--- src/rtl/scarv_ccx_pkg.sv ---
`default_nettype none
// +------------------------------------------------------------------+
// | scarv_ccx_pkg : shared core-complex types and port identifiers   |
// | rev 1.0                                                          |
// +------------------------------------------------------------------+
package scarv_ccx_pkg;

  typedef enum logic [1:0] {
    IDLE   = 2'd0,
    LOCK_A = 2'd1,
    LOCK_B = 2'd2
  } ccx_arb_state_t;

  localparam logic PORT_A = 1'b0;
  localparam logic PORT_B = 1'b1;

endpackage
`default_nettype wire

--- src/rtl/scarv_ccx_ext_arb.sv ---
`default_nettype none
// +------------------------------------------------------------------+
// | scarv_ccx_ext_arb : two-requester arbiter for the ext memory port |
// | rev 1.0                                                          |
// +------------------------------------------------------------------+
module scarv_ccx_ext_arb
  import scarv_ccx_pkg::*;
#(
  parameter logic FIXED_PRIO = 1'b0,
  parameter logic PRIO_PORT  = PORT_A
) (
  input  logic        g_clk,
  input  logic        g_reset,
  input  logic        a_req,
  input  logic        a_wen,
  input  logic [3:0]  a_strb,
  input  logic [31:0] a_wdata,
  input  logic [31:0] a_addr,
  output logic        a_gnt,
  output logic        a_error,
  output logic [31:0] a_rdata,
  input  logic        b_req,
  input  logic        b_wen,
  input  logic [3:0]  b_strb,
  input  logic [31:0] b_wdata,
  input  logic [31:0] b_addr,
  output logic        b_gnt,
  output logic        b_error,
  output logic [31:0] b_rdata,
  output logic        ext_req,
  output logic        ext_wen,
  output logic [3:0]  ext_strb,
  output logic [31:0] ext_wdata,
  output logic [31:0] ext_addr,
  input  logic        ext_gnt,
  input  logic        ext_error,
  input  logic [31:0] ext_rdata
);

  ccx_arb_state_t state_q;
  logic           last_sel_q;
  logic           rsp_pend_q;
  logic           rsp_sel_q;

  logic           sel;
  logic           sel_req;
  logic           accept;

  // A lock pins the selection so a stalled request cannot be re-arbitrated.
  always_comb begin
    sel = PORT_A;
    case (state_q)
      LOCK_A:  sel = PORT_A;
      LOCK_B:  sel = PORT_B;
      default: begin
        if (a_req && b_req) sel = FIXED_PRIO ? PRIO_PORT : ~last_sel_q;
        else if (b_req)     sel = PORT_B;
        else                sel = PORT_A;
      end
    endcase
  end

  assign sel_req   = (sel == PORT_B) ? b_req : a_req;
  assign accept    = sel_req & ext_gnt & ~g_reset;

  assign ext_req   = sel_req & ~g_reset;
  assign ext_wen   = (sel == PORT_B) ? b_wen   : a_wen;
  assign ext_strb  = (sel == PORT_B) ? b_strb  : a_strb;
  assign ext_wdata = (sel == PORT_B) ? b_wdata : a_wdata;
  assign ext_addr  = (sel == PORT_B) ? b_addr  : a_addr;

  assign a_gnt     = accept & (sel == PORT_A);
  assign b_gnt     = accept & (sel == PORT_B);

  assign a_rdata   = ext_rdata;
  assign b_rdata   = ext_rdata;
  assign a_error   = ext_error & rsp_pend_q & (rsp_sel_q == PORT_A) & ~g_reset;
  assign b_error   = ext_error & rsp_pend_q & (rsp_sel_q == PORT_B) & ~g_reset;

  always_ff @(posedge g_clk or posedge g_reset) begin
    if (g_reset) begin
      state_q    <= IDLE;
      last_sel_q <= PORT_B;
      rsp_pend_q <= 1'b0;
      rsp_sel_q  <= PORT_A;
    end else begin
      rsp_pend_q <= accept;
      if (accept) begin
        last_sel_q <= sel;
        rsp_sel_q  <= sel;
      end
      case (state_q)
        IDLE: begin
          if (sel_req && !ext_gnt) state_q <= (sel == PORT_B) ? LOCK_B : LOCK_A;
        end
        LOCK_A, LOCK_B: begin
          if (sel_req && ext_gnt) state_q <= IDLE;
        end
        default: state_q <= IDLE;
      endcase
    end
  end

`ifndef SYNTHESIS
  // Dropping req while locked breaks the memif protocol.
  a_lock_a_holds_req: assert property (@(posedge g_clk) disable iff (g_reset)
    (state_q == LOCK_A) |-> a_req);
  a_lock_b_holds_req: assert property (@(posedge g_clk) disable iff (g_reset)
    (state_q == LOCK_B) |-> b_req);
`endif

endmodule
`default_nettype wire

--- config.mk ---
export PLATFORM = sky130hd
export DESIGN_NAME = scarv_ccx_ext_arb
export DESIGN_NICKNAME = d
export VERILOG_FILES = /design/src/rtl/scarv_ccx_pkg.sv /design/src/rtl/scarv_ccx_ext_arb.sv
export SDC_FILE = /design/constraint.sdc
export NUM_CORES = 1
export LEC_CHECK = 0
export CAP_MARGIN = 20
export CORE_AREA = 2 2 120 122
export DETAILED_ROUTE_END_ITERATION = 16
export DIE_AREA = 0 0 122 124
export PLACE_DENSITY = 0.58
export SLEW_MARGIN = 20
export SYNTH_ARGS = -nofsm -noshare
export SYNTH_HDL_FRONTEND = slang
export SYNTH_SLANG_ARGS = --single-unit
export TNS_END_PERCENT = 100
--- constraint.sdc ---
create_clock -name g_clk -period 4.4 [get_ports g_clk]
set_clock_uncertainty 0.05 [all_clocks]
set_input_delay 0.44 -clock g_clk [delete_from_list [all_inputs] [get_ports g_clk]]
set_output_delay 0.44 -clock g_clk [all_outputs]
set_load 0.02 [all_outputs]
# Yosys cells after proc, flatten, opt, wreduce, memory -nomap -nowiden
# Index checks and enable logic that the tools add are counted.
# Widths: inputs -> output; s select.
[word_totals]
out_inout_bits = 138
regBits = 5
wordCells = 41
[classes]
mux = 12
eq_ne = 4
reduce_logical = 7
bitwise_logic = 14
[op_table]
columns = ["cell", "n"]
rows = [
  ["$mux 32", 2],
  ["$and 1x1->1", 10],
  ["$mux 2", 3],
  ["$mux 1", 4],
  ["$mux 4", 1],
  ["$ne 2x2->1 const B", 2],
  ["$not 1->1", 4],
  ["$pmux 2 s2", 1],
  ["$logic_and 1x1->1", 3],
  ["$eq 2x1->1 const B", 1],
  ["$eq 2x2->1 const B", 1],
  ["$logic_not 2->1", 1],
  ["$pmux 1 s2", 1],
  ["$reduce_and 2->1", 1],
  ["$reduce_or 2->1", 1],
  ["$logic_not 1->1", 1],
]

# Depth between registers and ports, before layout
# Gate-level depths: netlist (run 1).
[depth]
ltp_word = 7
mapped_depth = 7
ltp_nobuf = 6

# Worst setup path after synthesis (run 1)
# Ideal clock, no wire load.
[synth_timing]
path_kind = "register -> output"
from = "reg state_q[0]"
to = "out a_gnt"
stages_incl_launch_ff = 7
arrival_ps = 1866
path_slack_ps = 2044
cell_sequence = "dfrtp_1 -> inv_1 -> ha_1 -> a21bo_1 -> a221oi_2 -> nand2_2 -> nor2_1"
[synth_via]
elab_chain_len = 6
elab_cells_between_ends = 8
classes_between = "2 x eq/ne; 2 x mux; 4 x bitwise"
[synth_lines]
columns = ["element", "line", "rtl"]
rows = [
  ["start: declaration", "scarv_ccx_ext_arb.sv:40", "ccx_arb_state_t state_q;"],
  ["start signal: assignment", "scarv_ccx_ext_arb.sv:94", "if (sel_req && !ext_gnt) state_q <= (sel == PORT_B) ? LOCK_B : LOCK_A;"],
  ["$eq 2x2->1 / $eq 2x1->1 (equally long branches)", "scarv_ccx_ext_arb.sv:52", "case (state_q)"],
  ["$pmux 1 s2 *", "scarv_ccx_ext_arb.sv:52", ""],
  ["$mux 1", "scarv_ccx_ext_arb.sv:63", "assign sel_req = (sel == PORT_B) ? b_req : a_req;"],
  ["$and 1x1->1 (2 in a row)", "scarv_ccx_ext_arb.sv:64", "assign accept = sel_req & ext_gnt & ~g_reset;"],
  ["$and 1x1->1 *", "scarv_ccx_ext_arb.sv:72", "assign a_gnt = accept & (sel == PORT_A);"],
  ["end: declaration", "scarv_ccx_ext_arb.sv:19", "output logic a_gnt,"],
]
# Mark *: on every way between the ends. The rest lies on a longest branch, timed or not.

# Worst setup path in the final report (run 1)
[layout_timing]
from = "in a_req"
to = "out ext_addr[20]"
[layout_via]
elab_chain_len = 4
[layout_lines]
columns = ["element", "line", "rtl"]
rows = [
  ["start: declaration", "scarv_ccx_ext_arb.sv:14", "input logic a_req,"],
  ["$logic_and 1x1->1", "scarv_ccx_ext_arb.sv:56", "if (a_req && b_req) sel = FIXED_PRIO ? PRIO_PORT : ~last_sel_q;"],
  ["$mux 1", "scarv_ccx_ext_arb.sv:56", ""],
  ["$pmux 1 s2", "scarv_ccx_ext_arb.sv:52", ""],
  ["$mux 32", "scarv_ccx_ext_arb.sv:70", "assign ext_addr = (sel == PORT_B) ? b_addr : a_addr;"],
  ["end: declaration", "scarv_ccx_ext_arb.sv:34", "output logic [31:0] ext_addr,"],
]
# Every way passes these cells.

==> results of run 1 <==
-- cells by family after synthesis --
kind of cell             count (synthesis)
flip-flops                               5
multiplexers                            71
buffers and inverters                   77
AND/OR/NAND/NOR                         12
adder cells (fa/ha/maj)                  2
AO/OA/AOI/OAI                            9
-- worst min path at each step --
| stage | from | end | cells past startpoint |
|---|---|---|---|
| after floorplan | g_reset | rsp_pend_q | 1 |
| after global placement | rsp_sel_q | rsp_sel_q | 1 |
| after detailed placement | rsp_sel_q | rsp_sel_q | 1 |
| after CTS | rsp_sel_q | rsp_sel_q | 1 |
| after global routing | rsp_sel_q | rsp_sel_q | 1 |
| final | rsp_sel_q | rsp_sel_q | 1 |
-- per-stage QoR --
stage	utilization [%]	cell area, um^2	worst slack [ns]	std cells	hold WS [ns]
after floorplan	-	2000	2.04	176	0.168
after global placement	27.6	3790	1.03	504	0.451
after detailed placement	27.6	3790	0.968	504	0.469
after CTS	28.2	3870	0.965	508	0.462
after global routing	28.2	3870	0.829	508	0.492
final	28.2	3870	1.01	508	0.455
-- sequential cells by signal, indices dropped and copies added (netlist names) --
register	flops
last_sel_q	1
rsp_pend_q	1
rsp_sel_q	1
state_q	2
-- layout make-up --
cell class	count	area (um^2)
multi-input combinational	94	1210
sequential	5	126
tap	180	225
clock buffer	4	78.8
inverter	5	18.8
fill	1431	9850
timing repair buffer	220	2210
-- power groups by stage --
stage                     clock network (W)  registers, W  logic [W]
after floorplan                           0     0.0000726    0.00118
after global placement                    0     0.0000755    0.00157
after detailed placement                  0     0.0000774    0.00157
after CTS                          0.000151     0.0000765    0.00159
after global routing               0.000155     0.0000797    0.00164
final                              0.000148     0.0000762    0.00156
-- layer usage --
metal	wire, um	up-vias
met1	2910	855
li1	-	849
met2	4080	134
met5	0	-
met3	1010	10
met4	63	0
-- worst max-delay path, stage by stage --
cell and delay, ns:
clkdlybuf4s50_1 0.56, a211o_1 0.18, and2_4 0.47, buf_4 0.36
mux2_4 0.32, clkdlybuf4s50_1 0.56
-- cell usage after synthesis (2+ instances only) --
master	instances
buf_12	8
buf_4	64
dfrtp_1	4
ha_1	2
inv_1	5
mux2_1	2
mux2_4	68
nand2_1	3
nor2_1	4
o22ai_1	2
==> impl_metrics.tcl, run 1 <==
set metrics [dict create \
    crit_arrival_ns 2.90 \
    layout_common_cells "clkdlybuf4s50_1 (217), mux2_4 (68), inv_1 (5)" \
    ys_seq_area_share_pct 6.32 \
    wl_mm 8.06 \
    finalWeightedCongestion 0.697 \
    crit_type "in2out" \
    place_hpwl_mm 6.75 \
    power_w 0.00179 \
    first_pass_iters 4 \
    grt_most_used_layer "met2" \
    final_antenna_net_count 0 \
    crit_path_max_fanout 25 \
    met2_usage_pct 16.9 \
    maxSlewHeadroom_pct 66.8 \
    r2r_slack_ns 2.40 \
    grtUsageMet3_pct 3.48 \
    nets 507 \
    postCtsSetupBuffers 0 \
    synthesis.area_mm2 0.00200 \
    async_reset_ff_share_pct 100 \
    wl_per_cell_um 15.9 \
    cts.sinks 5 \
    rows 43 \
    grt_pass1_vias 1975 \
    synth_top_family_by_area "multiplexers" \
    combPwrFrac_pct 87.5 \
    synth_xor_area_share_pct 0 \
    fin_setup_tns_ns 0 \
    synth-adder-area-share_pct 1.25 \
    die_w_um 122 \
    cts_tree "yes" \
    reg2reg_depth 6 \
    power.internal_w 0.00107 \
    worst_ir_drop_vdd_v 0.000243 \
    grt_use_met1_pct 10.3 \
    avgSynthCellArea_um2 11.4 \
    viasPerCell 3.64 \
    layout_commonest_cell "clkdlybuf4s50_1" \
    dieArea_mm2 0.0151 \
    startpoint "a_req" \
    worst_pin_slew_ns 0.497 \
    h-tree-depth 1 \
    top_level_ports 314 \
    coreArea_mm2 0.0137 \
    ctsResizeCount 0 \
    die_h_um 124 \
    antenna_found_initial 0 \
    hold_viol_final 0 \
    synth_ff_type "dfrtp_1" \
    insertedDiodeCount 0 \
    yosys.area_share.simple_pct 3.01 \
    required_ns 3.91 \
    cts_buffers 3 \
    postCtsHoldBufs 0 \
    grt_overflow 0 \
    crit_path_end_kind "output port" \
    numPortBuffers 217 \
    rr_startpoint "state_q[1]" \
    drtIter0Drc 27 \
    layout_min_cycle_time_ns 3.39 \
    synth_warnings 0 \
    clk_pin_slew_ns 0.03 \
    synthCells 176 \
    synth_compound_area_share_pct 3.63 \
    seqPwrFrac_pct 4.3 \
    clk_latency_ns 0.23 \
    cts-root-buf "clkbuf_16" \
    syn-num-nets 354 \
    r2r-end "state_q[1]" \
    ys_seq_elements 5 \
    synthTopCellsByArea "mux2_4 (51%), buf_4 (24%), buf_12 (8.0%), dfrtp_1 (5.0%), dfstp_2 (1.3%)" \
    cp-endpoint "ext_addr[20]" \
    layout-drive-gt1-share_pct 24.1 \
    clockBufferDepth 2 \
    synthDistinctLibCells 24 \
    fin_crit_sh_pct 76.9 \
    track_usage_pct 9.34 \
    hold_path_class "reg2reg" \
    synthMuxAreaShare_pct 52.8 \
    via_count 1848 \
    grt_first_pass_wirelength_mm 11.1 \
    drc_errors 0 \
    power.density_mw_per_mm2 462 \
    final_max_slew_viol_count 0 \
    setup_viol 0 \
    area_growth_pct 93.6 \
    synth_edf_count 0 \
    grt_max_degree 30 \
    start_kind "input pin" \
    leakage_nw 1.67 \
    synth_top_area_share_pct 51.1 \
    cap_violations 0 \
    swShare_pct 40.1 \
    synth_top_area_cell "mux2_4" \
    start_util_pct 14.6 \
    max_freq_mhz 295 \
    rsz0062_at_grt "false" \
    status "finished clean" \
    netSwitchingPower_w 0.000717 \
    clockPowerShare_pct 8.3 \
]
No activity file was read; power rests on OpenSTA's default activity.
==> run 2: changes to the inputs <==
CORE_AREA = 2 2 123 125   (was 2 2 120 122)
DIE_AREA = 0 0 125 127   (was 0 0 122 124)
clock period = 3 ns   (was 4.4 ns; I/O delays follow)
==> run 2 against run 1 <==
Register-to-register slack worse by 1.4 ns; cell count is 3.0% higher; sequential power is 44% higher; largest power group unchanged; via count is 0.76% lower; highest routed layer unchanged; non-clock buffer count is 11 higher; critical endpoint is now ext_wen; design area is 6.2% higher.
==> impl_metrics.tcl, run 2 (synthesis results as in run 1) <==
set metrics [dict create \
    layout_commonest_cell "clkdlybuf4s50_1" \
    largest_reg_flops 2 \
    first_pass_iters 4 \
    worst_pin_slew_ns 0.306 \
    grt_first_pass_wirelength_mm 11.7 \
    cap_violations 0 \
    finalWeightedCongestion 0.836 \
    clk_pin_slew_ns 0.03 \
    crit_path_max_fanout 14 \
    clockBufferDepth 2 \
    maxSlewHeadroom_pct 79.6 \
    grt_pass1_vias 1973 \
    top_register "state_q" \
    insertedDiodeCount 0 \
    rows 44 \
    via_count 1834 \
    antenna_found_initial 0 \
    viasPerCell 3.51 \
    layout-drive-gt1-share_pct 26.8 \
    fillers 1466 \
    hold_path_class "in2async" \
    die_w_um 125 \
    wl_mm 8.31 \
    layout_setup_ws_ns 0.0913 \
    power.density_mw_per_mm2 657 \
    cts-root-buf "clkbuf_16" \
    start_util_pct 13.9 \
    hold_viol_final 0 \
    status "finished clean" \
    start_kind "register" \
    leakage_nw 2.24 \
    top_level_ports 314 \
    holdWs_ns 0.358 \
    final_antenna_net_count 0 \
    track_usage_pct 9.39 \
    multiInputGateArea_mm2 0.00121 \
    coreArea_mm2 0.0144 \
    crit_path_end_kind "output port" \
    crit_type "reg2out" \
    postCtsHoldBufs 0 \
    numPortBuffers 217 \
    cts.sinks 5 \
    final_max_slew_viol_count 0 \
    dieArea_mm2 0.0159 \
    clk_latency_ns 0.23 \
    setup_viol 0 \
    layout_common_cells "clkdlybuf4s50_1 (158), mux2_4 (68), dlymetal6s2s_1 (57)" \
    wl_per_cell_um 15.9 \
    layout_min_cycle_time_ns 2.91 \
    cts_tree "yes" \
    grt_max_degree 23 \
    die_h_um 127 \
    worst_ir_drop_vdd_v 0.000176 \
    required_ns 2.65 \
    area_growth_pct 106 \
    drc_errors 0 \
    pre_cts_slack_ns 0.142 \
    h-tree-depth 1 \
    fin_crit_sh_pct 97.0 \
    drtIter0Drc 28 \
    cts_buffers 3 \
    max_freq_mhz 344 \
    nets 518 \
    ff_latch_area_um2 126 \
    grt_overflow 0 \
    r2r_slack_ns 1.03 \
    crit_arrival_ns 2.56 \
    place_hpwl_mm 6.85 \
]
-- run 2: power by group --
part	total [W]	internal, W	switching [W]
Clock	0.000216	0.000176	0.0000405
Sequential	0.000110	0.0000976	0.0000126
Combinational	0.00237	0.00134	0.00103
Total	0.00270	0.00162	0.00108
-- run 2: worst paths after layout --
| path | from | to | depth (start not counted) |
|---|---|---|---|
| worst max-delay path | state_q[0] | ext_wen | 7 |
| worst min-delay path | g_reset | state_q[0] | 2 |
| worst max register to register | state_q[0] | rsp_sel_q | 7 |
| worst min register to register | rsp_sel_q | rsp_sel_q | 1 |
| max in group asynchronous | g_reset | last_sel_q | 2 |
| min in group g_clk | rsp_sel_q | rsp_sel_q | 1 |
-- run 2: routing by layer --
layer / track usage (%) / vias to the layer above / wire length (um)
met5: 0 / - / 0
met4: 2.61 / 0 / 116
met3: 2.68 / 14 / 741
met2: 17.4 / 110 / 4340
met1: 10.5 / 838 / 3120
li1: - / 872 / -
-- run 2: layout make-up --
type,count,share of cell area [%]
sequential,5,3.08
tap,184,5.60
clock buffer,4,1.92
timing repair buffer,231,59.4
multi-input combinational,94,29.5
inverter,5,0.457
-- run 2: timing repair --
item,4_1_cts,5_1_grt
resized for setup,1,57
buffers inserted,0,7
setup endpoints to repair,1,60
-- run 2: worst max-delay path, stage by stage (launching register included) --
cell             delay, ns
dfrtp_1               0.31
inv_1                 0.06
ha_1                  0.37
a211o_1               0.31
and2_4                0.24
buf_4                 0.18
mux2_4                0.30
clkdlybuf4s50_1       0.55
-- run 2: stage by stage --
step	instances	util, %	power (W)	TNS (ns)	area, um^2
final	523	28.5	0.00270	0	4110
after detailed placement	512	26.6	0.00249	0	3830
after CTS	516	27.1	0.00273	0	3910
after global routing	523	28.5	0.00282	-0.00361	4110
after global placement	512	26.6	0.00248	0	3830
after floorplan	176	-	0.00183	0	2000
==> run 3: changes to the inputs <==
PLACE_DENSITY = not set   (was 0.58)
==> run 3 against run 2 <==
Worst hold slack got worse by 0.0096 ns; flip-flop and latch count stayed put; utilization decreased by 0.88 points; clock power increased by 4%; setup slack better by 0.0095 ns; routed wire length increased by 6.1%; non-clock buffer count fell by 6; combinational power barely moved; global-route usage grew 0.84 points; via count rose by 1.6%; critical endpoint is now ext_wdata[19]; largest cell class unchanged.
==> impl_metrics.tcl, run 3 (synthesis results as in run 1) <==
set metrics [dict create \
    hold_path_class "in2async" \
    worst_pin_slew_ns 0.323 \
    layout-drive-gt1-share_pct 28.2 \
    grt_first_pass_wirelength_mm 12.6 \
    top_level_ports 314 \
    swShare_pct 40.8 \
    rows 44 \
    final_max_slew_viol_count 0 \
    multiInputGateArea_mm2 0.00121 \
    cts_tree "yes" \
    crit_arrival_ns 2.55 \
    final_antenna_net_count 0 \
    crit_type "reg2out" \
    clk_pin_slew_ns 0.04 \
    fin_setup_tns_ns 0 \
    power.internal_w 0.00161 \
    setup_viol 0 \
    layout_common_cells "clkdlybuf4s50_1 (184), mux2_4 (68), dlymetal6s2s_1 (23)" \
    start_kind "register" \
    largest_reg_flops 2 \
    crit_path_max_fanout 8 \
    netSwitchingPower_w 0.00111 \
    post_layout_nonfiller_instances 517 \
    via_count 1864 \
    die_w_um 125 \
    fillers 1517 \
    layout_min_cycle_time_ns 2.90 \
    leakage_nw 1.92 \
    ff_latch_area_um2 126 \
    grt_max_degree 24 \
    worst_ir_drop_vdd_v 0.000428 \
    coreArea_mm2 0.0144 \
    wl_mm 8.83 \
    viasPerCell 3.61 \
    first_pass_iters 4 \
    postCtsHoldBufs 0 \
    rsz0062_at_grt "false" \
    cap_violations 0 \
    numPortBuffers 217 \
    h-tree-depth 1 \
    nets 512 \
    clockPowerShare_pct 8.2 \
    grt_pass1_vias 2025 \
    drc_errors 0 \
    hold_viol_final 0 \
    crit_path_end_kind "output port" \
    wl_per_cell_um 17.1 \
    place_hpwl_mm 7.56 \
    grt_overflow 0 \
    seqPwrFrac_pct 4.0 \
    antenna_found_initial 0 \
    clk_latency_ns 0.23 \
    drtIter0Drc 35 \
    cts.sinks 5 \
    track_usage_pct 10.2 \
    dieArea_mm2 0.0159 \
    finalWeightedCongestion 0.837 \
    cts-root-buf "clkbuf_16" \
    max_freq_mhz 345 \
    start_util_pct 13.9 \
    top_register "state_q" \
    clockBufferDepth 2 \
    status "finished clean" \
    die_h_um 127 \
    fin_crit_sh_pct 96.6 \
    layout_commonest_cell "clkdlybuf4s50_1" \
    power.density_mw_per_mm2 682 \
    cts_buffers 3 \
    combPwrFrac_pct 87.7 \
    place_inst 511 \
    required_ns 2.65 \
    maxSlewHeadroom_pct 78.5 \
    insertedDiodeCount 0 \
    area_growth_pct 99.2 \
]
==> run 3: stage by stage <==
stage	instance area [um^2]	worst slack [ns]	hold slack, ns	total power [W]	util [%]
2_1_floorplan	2000	0.784	0.0278	0.00183	-
6_report	3980	0.101	0.348	0.00272	27.6
5_1_grt	3980	0.000469	0.392	0.00285	27.6
3_3_place_gp	3830	0.163	0.448	0.00251	26.6
4_1_cts	3920	0.0470	0.354	0.00279	27.2
3_5_place_dp	3830	0.145	0.463	0.00252	26.6
==> run 3: worst max-delay path: stages (launching register included) <==
cell,delay [ns]
dfrtp_1,0.34
inv_1,0.06
ha_1,0.35
a211o_1,0.31
and2_4,0.21
buf_4,0.20
mux2_4,0.31
clkdlybuf4s50_1,0.54
==> run 3: worst paths after layout <==
path	startpoint	end	slack, ns	cells past startpoint
worst min register to register	rsp_sel_q	rsp_sel_q	0.48	1
max in group asynchronous	g_reset	last_sel_q	2.31	2
worst min-delay path	g_reset	state_q[1]	0.35	2
worst max-delay path	state_q[1]	ext_wdata[19]	0.10	7
min in group g_clk	rsp_sel_q	rsp_sel_q	0.48	1
worst max register to register	state_q[1]	rsp_sel_q	1.06	6
==> run 3: routing by layer <==
layer	up-vias	wire (um)	global-route usage (%)
li1	856	-	-
met1	835	3460	12.3
met2	144	4330	18.2
met3	29	874	2.60
met4	0	160	2.75
met5	-	0	0
==> run 3: what timing repair did <==
action                     4_1_cts  5_1_grt
buffers inserted                 2        0
resized for setup                0       23
pin swaps                        0        0
setup endpoints to repair        4       23
gates cloned                     0        0
==> run 3: power by group through the flow <==
| stage | clock network [W] | registers, W | logic (W) |
|---|---|---|---|
| after detailed placement | 0 | 0.000110 | 0.00241 |
| final | 0.000224 | 0.000110 | 0.00238 |
| after global routing | 0.000231 | 0.000113 | 0.00250 |
| after global placement | 0 | 0.000109 | 0.00240 |
| after floorplan | 0 | 0.000106 | 0.00172 |
| after CTS | 0.000228 | 0.000110 | 0.00245 |
==> run 3: cell type report <==
cell class | instances | area share, %
timing repair buffer | 225 | 58.1
clock buffer | 4 | 1.98
sequential | 5 | 3.17
inverter | 5 | 0.471
tap | 184 | 5.78
multi-input combinational | 94 | 30.5
